==> config.mk <==
export PLATFORM = sky130hd
export DESIGN_NAME = bus_timer_flat
export DESIGN_NICKNAME = d
export VERILOG_FILES = /design/src/rtl/bus_timer_pkg.sv /design/src/rtl/bus_timer_if.sv /design/src/rtl/bus_timer.sv /design/src/flat_wrapper.sv
export SDC_FILE = /design/constraint.sdc
export NUM_CORES = 1
export LEC_CHECK = 0
export BUFFER_PORTS_ARGS = -buffer_cell sky130_fd_sc_hd__buf_4
export CORE_ASPECT_RATIO = 0.5
export CORE_MARGIN = 2
export CORE_UTILIZATION = 37
export CTS_CLUSTER_DIAMETER = 200
export DETAILED_ROUTE_END_ITERATION = 7
export PLACE_DENSITY_LB_ADDON = 0.2
export SLEW_MARGIN = 40
export SYNTH_ARGS = -nofsm -noshare
export SYNTH_HDL_FRONTEND = slang
export SYNTH_SLANG_ARGS = --single-unit
==> constraint.sdc <==
create_clock -name clk -period 5.35 [get_ports clk]
set_input_delay 0.535 -clock clk [delete_from_list [all_inputs] [get_ports clk]]
set_output_delay 0.535 -clock clk [all_outputs]
set_load 0.01 [all_outputs]
==> src/rtl/bus_timer_pkg.sv <==
// bus_timer shared constants.
// Register offsets and CTRL/STAT bit positions.
package bus_timer_pkg;

  localparam int REG_CTRL  = 0;
  localparam int REG_STAT  = 1;
  localparam int REG_PRE   = 2;
  localparam int REG_LLO   = 3;
  localparam int REG_LHI   = 4;
  localparam int REG_CLO   = 5;
  localparam int REG_CHI   = 6;

  localparam int CTRL_EN     = 0;
  localparam int CTRL_IE     = 1;
  localparam int CTRL_RELOAD = 2;

  localparam int STAT_TF  = 0;
  localparam int STAT_RUN = 7;

  localparam logic [15:0] LATCH_RST = 16'hFFFF;

endpackage

==> src/rtl/bus_timer_if.sv <==
// bus_timer CPU-side register bus.
// The CPU is the master; the timer is the slave.
interface bus_timer_if #(
  parameter int ADDR_W = 3
) ();

  logic              cs;
  logic              we;
  logic [ADDR_W-1:0] rs;
  logic [7:0]        din;
  logic [7:0]        dout;
  logic              irq;

  modport master (
    output cs, we, rs, din,
    input  dout, irq
  );

  modport slave (
    input  cs, we, rs, din,
    output dout, irq
  );

endinterface

==> src/rtl/bus_timer.sv <==
// bus_timer: 16-bit down-counter behind an 8-bit prescaler,
// with one-shot/auto-reload modes and an atomic 16-bit read.
module bus_timer
  import bus_timer_pkg::*;
#(
  parameter int ADDR_W = 3
) (
  input  logic       clk,
  input  logic       reset,
  bus_timer_if.slave bus
);

  localparam logic [ADDR_W-1:0] A_CTRL = ADDR_W'(REG_CTRL);
  localparam logic [ADDR_W-1:0] A_STAT = ADDR_W'(REG_STAT);
  localparam logic [ADDR_W-1:0] A_PRE  = ADDR_W'(REG_PRE);
  localparam logic [ADDR_W-1:0] A_LLO  = ADDR_W'(REG_LLO);
  localparam logic [ADDR_W-1:0] A_LHI  = ADDR_W'(REG_LHI);
  localparam logic [ADDR_W-1:0] A_CLO  = ADDR_W'(REG_CLO);
  localparam logic [ADDR_W-1:0] A_CHI  = ADDR_W'(REG_CHI);

  logic        en;
  logic        ie;
  logic        reload;
  logic        tf;
  logic [7:0]  pre;
  logic [7:0]  pre_lim;
  logic [7:0]  psc;
  logic [15:0] latch;
  logic [15:0] cnt;
  logic [7:0]  snap;
  logic [7:0]  dout_q;

  logic        wr;
  logic        rd;
  logic        wr_ctrl;
  logic        wr_stat;
  logic        wr_pre;
  logic        wr_llo;
  logic        wr_lhi;
  logic        rd_clo;
  logic [7:0]  lim;
  logic        wrap;
  logic        tick;
  logic        tset;
  logic [7:0]  ctrl_v;
  logic [7:0]  stat_v;
  logic [7:0]  rdata;

  always_comb begin
    wr      = bus.cs & bus.we;
    rd      = bus.cs & ~bus.we;
    wr_ctrl = wr && (bus.rs == A_CTRL);
    wr_stat = wr && (bus.rs == A_STAT);
    wr_pre  = wr && (bus.rs == A_PRE);
    wr_llo  = wr && (bus.rs == A_LLO);
    wr_lhi  = wr && (bus.rs == A_LHI);
    rd_clo  = rd && (bus.rs == A_CLO);
  end

  // A period's length is sampled when it starts (prescaler at 0),
  // so a PRE write lands on the next wrap.
  always_comb begin
    lim  = (psc == 8'd0) ? pre : pre_lim;
    wrap = (psc == lim);
    tick = en && wrap && !wr_lhi;
    tset = tick && (cnt == 16'd0);
  end

  always_comb begin
    ctrl_v              = '0;
    ctrl_v[CTRL_EN]     = en;
    ctrl_v[CTRL_IE]     = ie;
    ctrl_v[CTRL_RELOAD] = reload;
    stat_v              = '0;
    stat_v[STAT_TF]     = tf;
    stat_v[STAT_RUN]    = en;
  end

  always_comb begin
    rdata = 8'h00;
    case (bus.rs)
      A_CTRL:  rdata = ctrl_v;
      A_STAT:  rdata = stat_v;
      A_PRE:   rdata = pre;
      A_LLO:   rdata = latch[7:0];
      A_LHI:   rdata = latch[15:8];
      A_CLO:   rdata = cnt[7:0];
      A_CHI:   rdata = snap;
      default: rdata = 8'h00;
    endcase
  end

  always_ff @(posedge clk or negedge reset) begin
    if (!reset) begin
      psc     <= 8'd0;
      pre_lim <= 8'd0;
    end else if (wr_lhi) begin
      psc     <= 8'd0;
    end else if (en) begin
      if (psc == 8'd0) pre_lim <= pre;
      psc <= wrap ? 8'd0 : psc + 8'd1;
    end
  end

  always_ff @(posedge clk or negedge reset) begin
    if (!reset) begin
      cnt <= LATCH_RST;
    end else if (wr_lhi) begin
      cnt <= {bus.din, latch[7:0]};
    end else if (tick) begin
      if (cnt != 16'd0) cnt <= cnt - 16'd1;
      else if (reload)  cnt <= latch;
    end
  end

  always_ff @(posedge clk or negedge reset) begin
    if (!reset) begin
      en     <= 1'b0;
      ie     <= 1'b0;
      reload <= 1'b0;
    end else if (wr_ctrl) begin
      en     <= bus.din[CTRL_EN];
      ie     <= bus.din[CTRL_IE];
      reload <= bus.din[CTRL_RELOAD];
    end else if (tset && !reload) begin
      en     <= 1'b0;
    end
  end

  always_ff @(posedge clk or negedge reset) begin
    if (!reset) begin
      tf <= 1'b0;
    end else if (tset) begin
      tf <= 1'b1;
    end else if (wr_stat && bus.din[STAT_TF]) begin
      tf <= 1'b0;
    end
  end

  always_ff @(posedge clk or negedge reset) begin
    if (!reset) begin
      pre   <= 8'h00;
      latch <= LATCH_RST;
    end else begin
      if (wr_pre) pre <= bus.din;
      if (wr_llo) latch[7:0] <= bus.din;
      if (wr_lhi) latch[15:8] <= bus.din;
    end
  end

  // High byte is frozen by the low-byte read for a tear-free 16-bit read.
  always_ff @(posedge clk or negedge reset) begin
    if (!reset) begin
      snap   <= 8'h00;
      dout_q <= 8'h00;
    end else begin
      if (rd_clo) snap   <= cnt[15:8];
      if (rd)     dout_q <= rdata;
    end
  end

  assign bus.dout = dout_q;
  assign bus.irq  = tf & ie;

endmodule

==> src/flat_wrapper.sv <==
// flat-port wrapper written by rule: the top's interface ports become plain ports
module bus_timer_flat import bus_timer_pkg::*;
#(
  parameter int ADDR_W = 3
)
  (clk, reset, bus_cs, bus_we, bus_rs, bus_din, bus_dout, bus_irq);
  bus_timer_if #(.ADDR_W(ADDR_W)) bus_i ();
  input  logic clk;
  input  logic reset;
  input wire logic [$bits(bus_i.cs)-1:0] bus_cs;
  input wire logic [$bits(bus_i.we)-1:0] bus_we;
  input wire logic [$bits(bus_i.rs)-1:0] bus_rs;
  input wire logic [$bits(bus_i.din)-1:0] bus_din;
  output wire logic [$bits(bus_i.dout)-1:0] bus_dout;
  output wire logic [$bits(bus_i.irq)-1:0] bus_irq;
  assign bus_i.cs = bus_cs;
  assign bus_i.we = bus_we;
  assign bus_i.rs = bus_rs;
  assign bus_i.din = bus_din;
  assign bus_dout = bus_i.dout;
  assign bus_irq = bus_i.irq;
  bus_timer #(.ADDR_W(ADDR_W)) u_core (.clk(clk), .reset(reset), .bus(bus_i));
endmodule
==> flow_metrics.env, run 1 <==
export IMPL_antenna_found_initial=0
export IMPL_diodes=0
export IMPL_die_w_um=157
export IMPL_ant_nets=0
export IMPL_yosys_most_used_dff="dfrtp_1"
export IMPL_clockRootBuffer="clkbuf_16"
export IMPL_worst_setup_path_start_kind="flip-flop"
export IMPL_synth_cell_area_sq_um=4340
export IMPL_syn_area_per_cell_sq_um=9.73
export IMPL_rrSetupSlack_ns=2.16
export IMPL_status="complete, no violations"
export IMPL_finalHoldViolCount=0
export IMPL_synth_top_area_share=0.254
export IMPL_ys_seq_area_frac=0.447
export IMPL_dieArea_sq_um=12700
export IMPL_fp_dieH_um=80.6
export IMPL_ys_top_cells_by_area="dfrtp_1 (25%), dfstp_2 (19%), mux2_2 (11%)"
export IMPL_cts_buffer_depth=2
export IMPL_first_iter_violations=330
export IMPL_hpwl_mm=8.62
export IMPL_p_per_area_nw_per_um2=450
export IMPL_crit_fanout=17
export IMPL_cp_startpoint="u_core.cnt[0]$_DFFE_PN1P_"
export IMPL_post_route_drc_count=0
export IMPL_post_cts_buffers=0
export IMPL_grt_pass1_wl_mm=19.5
export IMPL_setup_viol=0
export IMPL_yosys_cell_types_count=67
export IMPL_synth_seq_cells=76
export IMPL_numCtsBuffers=9
export IMPL_grt_max_degree=77
export IMPL_via_count=3574
export IMPL_row_count=27
export IMPL_path_cells="inv_1, ha_1, nor4b_1, and4_1, nand2_1, nor2_1, a211oi_1, a21o_1"
export IMPL_port_buffers=23
export IMPL_crit_reg2reg_launch="u_core.cnt[0]$_DFFE_PN1P_"
export IMPL_yosys_top_cells_count="nand2_1 (64), dfrtp_1 (44), mux2_2 (41)"
export IMPL_p_leak_nw=1.95
export IMPL_worst_slew_pin_slew_ns=0.778
export IMPL_syn_to_final_growth_pct=13.1
export IMPL_min_period_over_period=0.597
export IMPL_place_congestion=0.854
export IMPL_ir_worst_vdd_mv=0.148
export IMPL_netlist_instances=446
export IMPL_io_pins=24
export IMPL_syn_nets=465
export IMPL_grt_usage=0.207
export IMPL_period_minus_slack_ns=3.19
export IMPL_path_clk_slew_ns=0.06
export IMPL_critical_path_class="reg2reg"
export IMPL_maxCapViolations=0
export IMPL_cp_num_buf_inv=1
export IMPL_fin_skew_ns=0.00603
export IMPL_wl_per_cell_um=19.9
export IMPL_drt_total_wl_mm=12.4
export IMPL_synth_most_common_cell="nand2_1"
export IMPL_critPathTopFamily="simple AND/OR/NAND/NOR gates"
export IMPL_ys_warn_count=0
export IMPL_yosysTopAreaCell="dfrtp_1"
export IMPL_clock_latency_ns=0.34
export IMPL_dp_cells=607
export IMPL_hold_slack_ns=0.193
export IMPL_cts_tree="yes"
export IMPL_tns_ns=0
export IMPL_crit_required_ns=5.58
export IMPL_slew_violations=0
export IMPL_relSlewSlack=0.480
export IMPL_fin_cells=623
export IMPL_detail_route_first_pass_iterations=5
export IMPL_rsz0062_at_grt="false"
export IMPL_ctsHoldBuffers=0
export IMPL_critPathCaptureType="flip-flop"
export IMPL_layout_drive_gt1_share=0.265
export IMPL_placeableCoreArea_sq_um=11200
export IMPL_reg2reg_to="u_core.en$_DFFE_PN0P_"
export IMPL_grt_pass1_vias=3399
export IMPL_slowest_delay_ns=0.72
export IMPL_reg2reg_depth=8
export IMPL_hold_path_class="in2async"
export IMPL_arrival_ns=3.42
export IMPL_nNetsFinal=478
export IMPL_worst_path_stages=8
export IMPL_htree_levels=3
export IMPL_numClockSinks=76
export IMPL_via_per_inst=5.74
export IMPL_max_freq_ghz=0.313
export IMPL_start_util=0.387
export IMPL_cp_slowest_cell="and4_1"
export IMPL_crit_path_end="u_core.en$_DFFE_PN0P_"
export IMPL_cts_resized_gates=0
export IMPL_grt_overflow=0
export IMPL_synth_edf_count=0
export IMPL_synth_async_reset_ratio=1.00
metrics by stage:
stage / total power, mW / utilization / setup WS [ns] / cell area, sq um
after floorplan: 1.42 / - / 2.88 / 4340
after global placement: 1.63 / 0.413 / 2.27 / 4640
after detailed placement: 1.65 / 0.414 / 2.17 / 4650
after CTS: 2.21 / 0.438 / 2.17 / 4910
after global routing: 2.34 / 0.438 / 1.94 / 4910
final: 2.21 / 0.438 / 2.16 / 4910
worst min path at each step:
stage | slack (ns) | end | start | cells past startpoint
CTS | 0.26 | u_core.snap[1]$_DFFE_PN0P_ | reset | 1
global route | 0.26 | u_core.snap[1]$_DFFE_PN0P_ | reset | 1
floorplan | 0.24 | u_core.bus.dout[0]$_DFFE_PN0P_ | reset | 0
detailed placement | 0.47 | u_core.latch[15]$_DFFE_PN1P_ | u_core.latch[15]$_DFFE_PN1P_ | 2
global placement | 0.46 | u_core.latch[14]$_DFFE_PN1P_ | u_core.latch[14]$_DFFE_PN1P_ | 2
finish | 0.19 | u_core.snap[1]$_DFFE_PN0P_ | reset | 1
final cells by class:
type | count | area (sq um)
Fill cell | 1107 | 6310
Tap cell | 159 | 199
Timing Repair Buffer | 25 | 191
Sequential cell | 76 | 1940
Inverter | 12 | 45.0
Clock buffer | 14 | 254
Clock inverter | 2 | 10.0
Multi-Input combinational cell | 335 | 2270
where the power goes:
part           internal (mW)  switching, mW
Sequential             0.796          0.220
Clock                  0.326          0.231
Combinational          0.316          0.321
Total                   1.44          0.773
cells in the final DEF (no fill, tap or decap), types with 4 or more instances in the layout:
master     count
or3_1          6
nor2_1        34
nand2_1       64
a21oi_1       12
clkbuf_16      9
nand2b_1       6
dfrtp_1       44
a222oi_1       6
ha_1           4
xnor2_1        6
clkbuf_1       4
a211oi_1       5
dfstp_2       32
inv_1         12
mux2_2        41
o21ai_0       21
nor3_1        20
o31ai_1        6
a22oi_1        4
a31oi_1        6
o22ai_1        8
buf_4         24
nand3_1       15
a22o_1         7
logic make-up after synthesis:
kind of cell,count (synthesis),synth area share
and+or+nand+nor,176,0.203
buffers and inverters,35,0.0329
AOI/OAI and AO/OA,103,0.173
adders and majority gates,4,0.0115
muxes,45,0.118
DFF,76,0.447
xor gates and xnor gates,7,0.0141
per-layer routing:
layer  track usage  vias up  part of all wire
li1              -     1673                 -
met1         0.305     1784              0.51
met2         0.305      104              0.43
met3        0.0475       13             0.053
met4        0.0527        0             0.011
met5             0        -                 0
flip-flops by register name (all words and copies together), names as in the netlist:
name             count
u_core.ie            1
u_core.tf            1
u_core.bus.dout      8
u_core.psc           8
u_core.reload        1
u_core.en            1
u_core.pre           8
u_core.snap          8
u_core.latch        16
u_core.cnt          16
u_core.pre_lim       8
worst register-to-register path: stages, from the launching register on:
cell	delay, ns
dfstp_2	0.40
inv_1	0.10
ha_1	0.16
nor4b_1	0.59
and4_1	0.72
nand2_1	0.14
nor2_1	0.63
a211oi_1	0.17
a21o_1	0.18
Power figures use the tool's default switching activity.
==> run 2: changes to the inputs <==
ABC_AREA = 1   (was not set)
clock period = 3.2 ns   (was 5.35 ns; I/O delays follow)
==> flow_metrics.env, run 2 <==
export IMPL_status="complete, no violations"
export IMPL_setup_viol=0
export IMPL_synth_seq_cells=76
export IMPL_p_leak_nw=2.40
export IMPL_layout_drive_gt1_share=0.164
export IMPL_period_minus_slack_ns=2.47
export IMPL_syn_area_per_cell_sq_um=7.55
export IMPL_worst_setup_path_start_kind="flip-flop"
export IMPL_post_route_drc_count=0
export IMPL_arrival_ns=2.73
export IMPL_p_switching_mw=1.90
export IMPL_hold_path_class="in2async"
export IMPL_p_per_area_nw_per_um2=921
export IMPL_grt_usage=0.209
export IMPL_ant_nets=0
export IMPL_fill_cells=1149
export IMPL_fin_skew_ns=0.00869
export IMPL_synth_top_area_share=0.252
export IMPL_dieArea_sq_um=12700
export IMPL_io_pins=24
export IMPL_reg2reg_depth=15
export IMPL_via_count=3916
export IMPL_critPathCaptureType="flip-flop"
export IMPL_placeableCoreArea_sq_um=11200
export IMPL_max_freq_ghz=0.405
export IMPL_p_int_mw=2.74
export IMPL_path_clk_slew_ns=0.06
export IMPL_critical_path_class="reg2reg"
export IMPL_synth_async_reset_ratio=1.00
export IMPL_syn_to_final_growth_pct=15.4
export IMPL_antenna_found_initial=0
export IMPL_seq_power_share=0.348
export IMPL_yosys_most_used_dff="dfrtp_1"
export IMPL_mostFrequentLayoutCell="nand2_1"
export IMPL_layout_common_cells="nand2_1 (188), inv_1 (61), o21ai_0 (56), nand3_1 (50), dfrtp_1 (44)"
export IMPL_totalPowerFinal_mw=4.64
export IMPL_post_cts_buffers=0
export IMPL_nNetsFinal=622
export IMPL_yosys_cell_types_count=41
export IMPL_ctsHoldBuffers=0
export IMPL_ys_seq_area_frac=0.445
export IMPL_start_util=0.388
export IMPL_cts_tree="yes"
export IMPL_grt_pass1_wl_mm=20.0
export IMPL_fp_dieH_um=80.8
export IMPL_port_buffers=23
export IMPL_wl_per_cell_um=16.0
export IMPL_crit_required_ns=3.46
export IMPL_synth_cell_area_sq_um=4360
export IMPL_yosys_top_cells_count="nand2_1 (188), inv_1 (61), o21ai_0 (56)"
export IMPL_reg2reg_to="u_core.cnt[3]$_DFFE_PN1P_"
export IMPL_crit_fanout=17
export IMPL_min_period_over_period=0.772
export IMPL_via_per_inst=5.11
export IMPL_numCtsBuffers=9
export IMPL_maxCapViolations=0
export IMPL_synth_most_common_cell="nand2_1"
export IMPL_cp_startpoint="u_core.psc[0]$_DFFE_PN0P_"
export IMPL_drt_total_wl_mm=12.3
export IMPL_detail_route_first_pass_iterations=5
export IMPL_tns_ns=0
export IMPL_hpwl_mm=9.03
export IMPL_grt_overflow=0
export IMPL_die_w_um=158
export IMPL_syn_nets=597
export IMPL_power_frac_clock=0.251
export IMPL_grt_pass1_vias=3683
export IMPL_ys_top_cells_by_area="dfrtp_1 (25%), dfstp_2 (19%), nand2_1 (16%)"
export IMPL_grt_max_degree=77
export IMPL_synth_edf_count=0
export IMPL_clockRootBuffer="clkbuf_16"
export IMPL_diodes=0
export IMPL_first_iter_violations=251
export IMPL_netlist_instances=578
export IMPL_ys_warn_count=0
export IMPL_relSlewSlack=0.498
export IMPL_worst_slew_pin_slew_ns=0.753
export IMPL_numClockSinks=76
export IMPL_pwr_share_comb=0.402
export IMPL_slew_violations=0
export IMPL_htree_levels=3
export IMPL_rrSetupSlack_ns=0.73
export IMPL_rsz0062_at_grt="false"
export IMPL_crit_reg2reg_launch="u_core.psc[0]$_DFFE_PN0P_"
export IMPL_reg_largest_list="u_core.cnt x16, u_core.latch x16"
export IMPL_ir_worst_vdd_mv=0.340
export IMPL_row_count=27
export IMPL_crit_path_end="u_core.cnt[3]$_DFFE_PN1P_"
export IMPL_clock_latency_ns=0.33
export IMPL_finalHoldViolCount=0
export IMPL_cts_buffer_depth=2
export IMPL_place_congestion=0.949
export IMPL_cts_resized_gates=0
export IMPL_yosysTopAreaCell="dfrtp_1"
export IMPL_p_sw_frac=0.409
[run 2: changes by cell type after synthesis, moves of 35 or more]
cell	change
mux2_2	-40
nand3_1	+35
o21ai_0	+35
inv_1	+49
nand2_1	+124
[run 2: worst max-delay path, stage by stage (launching register included)]
cell	delay, ns
dfrtp_1	0.39
inv_1	0.14
ha_1	0.24
nand2_4	0.08
nor2_8	0.15
nand2_2	0.18
nand2_1	0.13
nand3_1	0.07
nand2_1	0.07
nand2_1	0.08
nor2_2	0.14
nand3_2	0.15
nand2_4	0.22
nand2_4	0.18
nand2_1	0.10
nand2_1	0.05
[run 2: worst min-delay path by stage]
stage	from	endpoint	slack, ns
2_1_floorplan	reset	u_core.bus.dout[0]$_DFFE_PN0P_	0.02
3_3_place_gp	u_core.cnt[1]$_DFFE_PN1P_	u_core.cnt[1]$_DFFE_PN1P_	0.46
3_5_place_dp	reset	u_core.snap[5]$_DFFE_PN0P_	0.41
4_1_cts	reset	u_core.snap[6]$_DFFE_PN0P_	0.05
5_1_grt	reset	u_core.snap[4]$_DFFE_PN0P_	0.1
6_report	reset	u_core.snap[6]$_DFFE_PN0P_	0.01
[run 2: power by group through the flow]
| stage | logic, mW | clock network (mW) | registers [mW] |
|---|---|---|---|
| floorplan | 1.44 | 0 | 1.54 |
| global placement | 1.84 | 0 | 1.61 |
| detailed placement | 1.86 | 0 | 1.62 |
| CTS | 1.87 | 1.19 | 1.61 |
| global route | 2.12 | 1.22 | 1.66 |
| finish | 1.86 | 1.16 | 1.61 |
[run 2: logic make-up after synthesis]
| group | count (synthesis) | synth area share |
|---|---|---|
| flops | 76 | 0.445 |
| compound gates | 87 | 0.113 |
| buf+inv | 83 | 0.0763 |
| fa+ha+maj | 4 | 0.0115 |
| simple gates | 311 | 0.319 |
| xor+xnor | 16 | 0.0321 |
| mux | 1 | 0.00258 |
[run 2: routing by layer]
metal,wire [um],GRT usage
met1,6310,0.308
met2,5320,0.322
met3,549,0.0400
met4,80,0.0355
met5,0,0
[run 2: final cells by class]
cell class,instances,area (sq um),share of cell area
clock buffer,11,233,0.0462
clock inverter,5,100,0.0199
inverter,71,267,0.0529
multi-input combinational,419,2100,0.416
sequential,76,1940,0.386
tap,159,199,0.0395
timing repair buffer,26,199,0.0395
[run 2: stage by stage]
step	cells	util	area (sq um)	worst slack [ns]	hold WS [ns]
after floorplan	578	-	4360	1.17	0.0244
after global placement	751	0.417	4690	0.718	0.464
after detailed placement	751	0.418	4700	0.722	0.410
after CTS	767	0.448	5030	0.719	0.0527
after global routing	767	0.448	5030	0.465	0.0972
final	767	0.448	5030	0.730	0.0115
==> run 3: changes to the inputs <==
clock period = 2.6 ns   (was 3.2 ns; I/O delays follow)
==> flow_metrics.env, run 3 (synthesis results as in run 2) <==
export IMPL_start_util=0.388
export IMPL_relSlewSlack=0.660
export IMPL_fin_skew_ns=0.00460
export IMPL_drt_total_wl_mm=12.5
export IMPL_post_route_drc_count=0
export IMPL_hold_path_class="in2reg"
export IMPL_port_buffers=23
export IMPL_period_minus_slack_ns=2.29
export IMPL_via_count=3940
export IMPL_path_clk_slew_ns=0.06
export IMPL_post_cts_buffers=0
export IMPL_rsz0062_at_grt="false"
export IMPL_place_congestion=0.918
export IMPL_crit_fanout=17
export IMPL_antenna_found_initial=1
export IMPL_dp_cells=761
export IMPL_final_util=0.458
export IMPL_detail_route_first_pass_iterations=5
export IMPL_finalHoldViolCount=0
export IMPL_p_leak_nw=2.47
export IMPL_clockRootBuffer="clkbuf_16"
export IMPL_worst_slew_pin_slew_ns=0.508
export IMPL_max_freq_ghz=0.436
export IMPL_fp_dieH_um=80.8
export IMPL_numClockSinks=76
export IMPL_critical_path_class="reg2reg"
export IMPL_status="complete, no violations"
export IMPL_ant_nets=0
export IMPL_crit_required_ns=2.87
export IMPL_dieArea_sq_um=12700
export IMPL_grt_overflow=0
export IMPL_placeableCoreArea_sq_um=11200
export IMPL_arrival_ns=2.56
export IMPL_via_per_inst=5.06
export IMPL_grt_usage=0.212
export IMPL_io_pins=24
export IMPL_grt_pass1_wl_mm=20.4
export IMPL_fin_cells=779
export IMPL_wl_per_cell_um=16.1
export IMPL_grt_pass1_vias=3809
export IMPL_reg_largest_list="u_core.cnt x16, u_core.latch x16"
export IMPL_syn_to_final_growth_pct=18.2
export IMPL_slew_violations=0
export IMPL_grt_max_degree=38
export IMPL_die_w_um=158
export IMPL_row_count=27
export IMPL_maxCapViolations=0
export IMPL_worst_setup_path_start_kind="flip-flop"
export IMPL_first_iter_violations=390
export IMPL_cts_tree="yes"
export IMPL_nNetsFinal=633
export IMPL_cts_buffer_depth=2
export IMPL_layout_common_cells="nand2_1 (188), inv_1 (61), o21ai_0 (56), nand3_1 (50), dfrtp_1 (44)"
export IMPL_mostFrequentLayoutCell="nand2_1"
export IMPL_min_period_over_period=0.882
export IMPL_p_per_area_nw_per_um2=1130
export IMPL_layout_drive_gt1_share=0.181
export IMPL_clock_latency_ns=0.33
export IMPL_tns_ns=0
export IMPL_fill_cells=1137
export IMPL_hpwl_mm=9.54
export IMPL_setup_viol=0
export IMPL_numCtsBuffers=9
export IMPL_ir_worst_vdd_mv=0.395
export IMPL_critPathCaptureType="flip-flop"
export IMPL_htree_levels=3
-- run 3: cell count changes in the layout (fill, tap and decap cells not counted), sizes merged --
cell / delta
clkinv: -1
dlygate4sd3: +1
clkbuf: +1
buf: +10
diode: +1
-- run 3: path summary, 6_finish.rpt --
| check | start | end | slack [ns] | depth (start not counted) |
|---|---|---|---|---|
| max | u_core.psc[0]$_DFFE_PN0P_ | u_core.cnt[11]$_DFFE_PN1P_ | 0.31 | 15 |
| min in group asynchronous | reset | u_core.snap[6]$_DFFE_PN0P_ | 0.44 | 2 |
| min | bus_din[2] | u_core.reload$_DFFE_PN0P_ | 0.14 | 3 |
| min reg2reg | u_core.latch[11]$_DFFE_PN1P_ | u_core.latch[11]$_DFFE_PN1P_ | 0.48 | 2 |
| max reg2reg | u_core.psc[0]$_DFFE_PN0P_ | u_core.cnt[11]$_DFFE_PN1P_ | 0.31 | 15 |
| max in group asynchronous | reset | u_core.latch[0]$_DFFE_PN1P_ | 1.56 | 3 |
-- run 3: where the power goes --
part           leakage [nW]  internal (mW)  switching, mW
Clock                 0.173          0.990          0.505
Combinational          1.40          0.815           1.52
Sequential            0.903           1.65          0.352
-- run 3: worst max-delay path, stage by stage, from the launching register on --
cell and delay [ns]:
dfrtp_1 0.40, inv_1 0.14, ha_1 0.24, nand2_4 0.08, nor2_8 0.16, nand2_4 0.12, nand2_1 0.10, nand3_1 0.07
nand2_1 0.07, nand2_1 0.07, nor2_2 0.15, nand3_2 0.16, nand2_8 0.17, nand2_4 0.14, nand2_1 0.10, nand2_1 0.06
-- run 3: area by class of cell --
type                       instances  area (sq um)  area share
tap                              159           199      0.0386
inverter                          71           267      0.0517
clock buffer                      12           256      0.0497
timing repair buffer              37           293      0.0568
multi-input combinational        419          2100       0.408
antenna                            1          2.50    0.000485
sequential                        76          1940       0.377
clock inverter                     4          95.1      0.0184
-- run 3: layer usage --
| layer | track usage | wire length [um] | part of all wire |
|---|---|---|---|
| met1 | 0.297 | 5990 | 0.48 |
| met2 | 0.342 | 5640 | 0.45 |
| met3 | 0.0432 | 832 | 0.066 |
| met4 | 0.0482 | 87 | 0.0069 |
| met5 | 0 | 0 | 0 |
-- run 3: stage by stage --
step	hold WS [ns]	setup slack [ns]	power, mW	cell area [sq um]
after floorplan	-0.0356	0.570	3.67	4360
after global routing	0.135	0.0759	6.29	5150
after detailed placement	0.270	0.246	4.30	4780
after CTS	0.136	0.232	5.82	5140
after global placement	0.417	0.227	4.29	4760
final	0.142	0.308	5.83	5160
-- run 3: timing repair --
item | CTS | global route
resized for setup | 0 | 3
hold endpoints to repair | 17 | 0
hold buffers | 1 | 0
endpoints found under the setup margin | 0 | 16
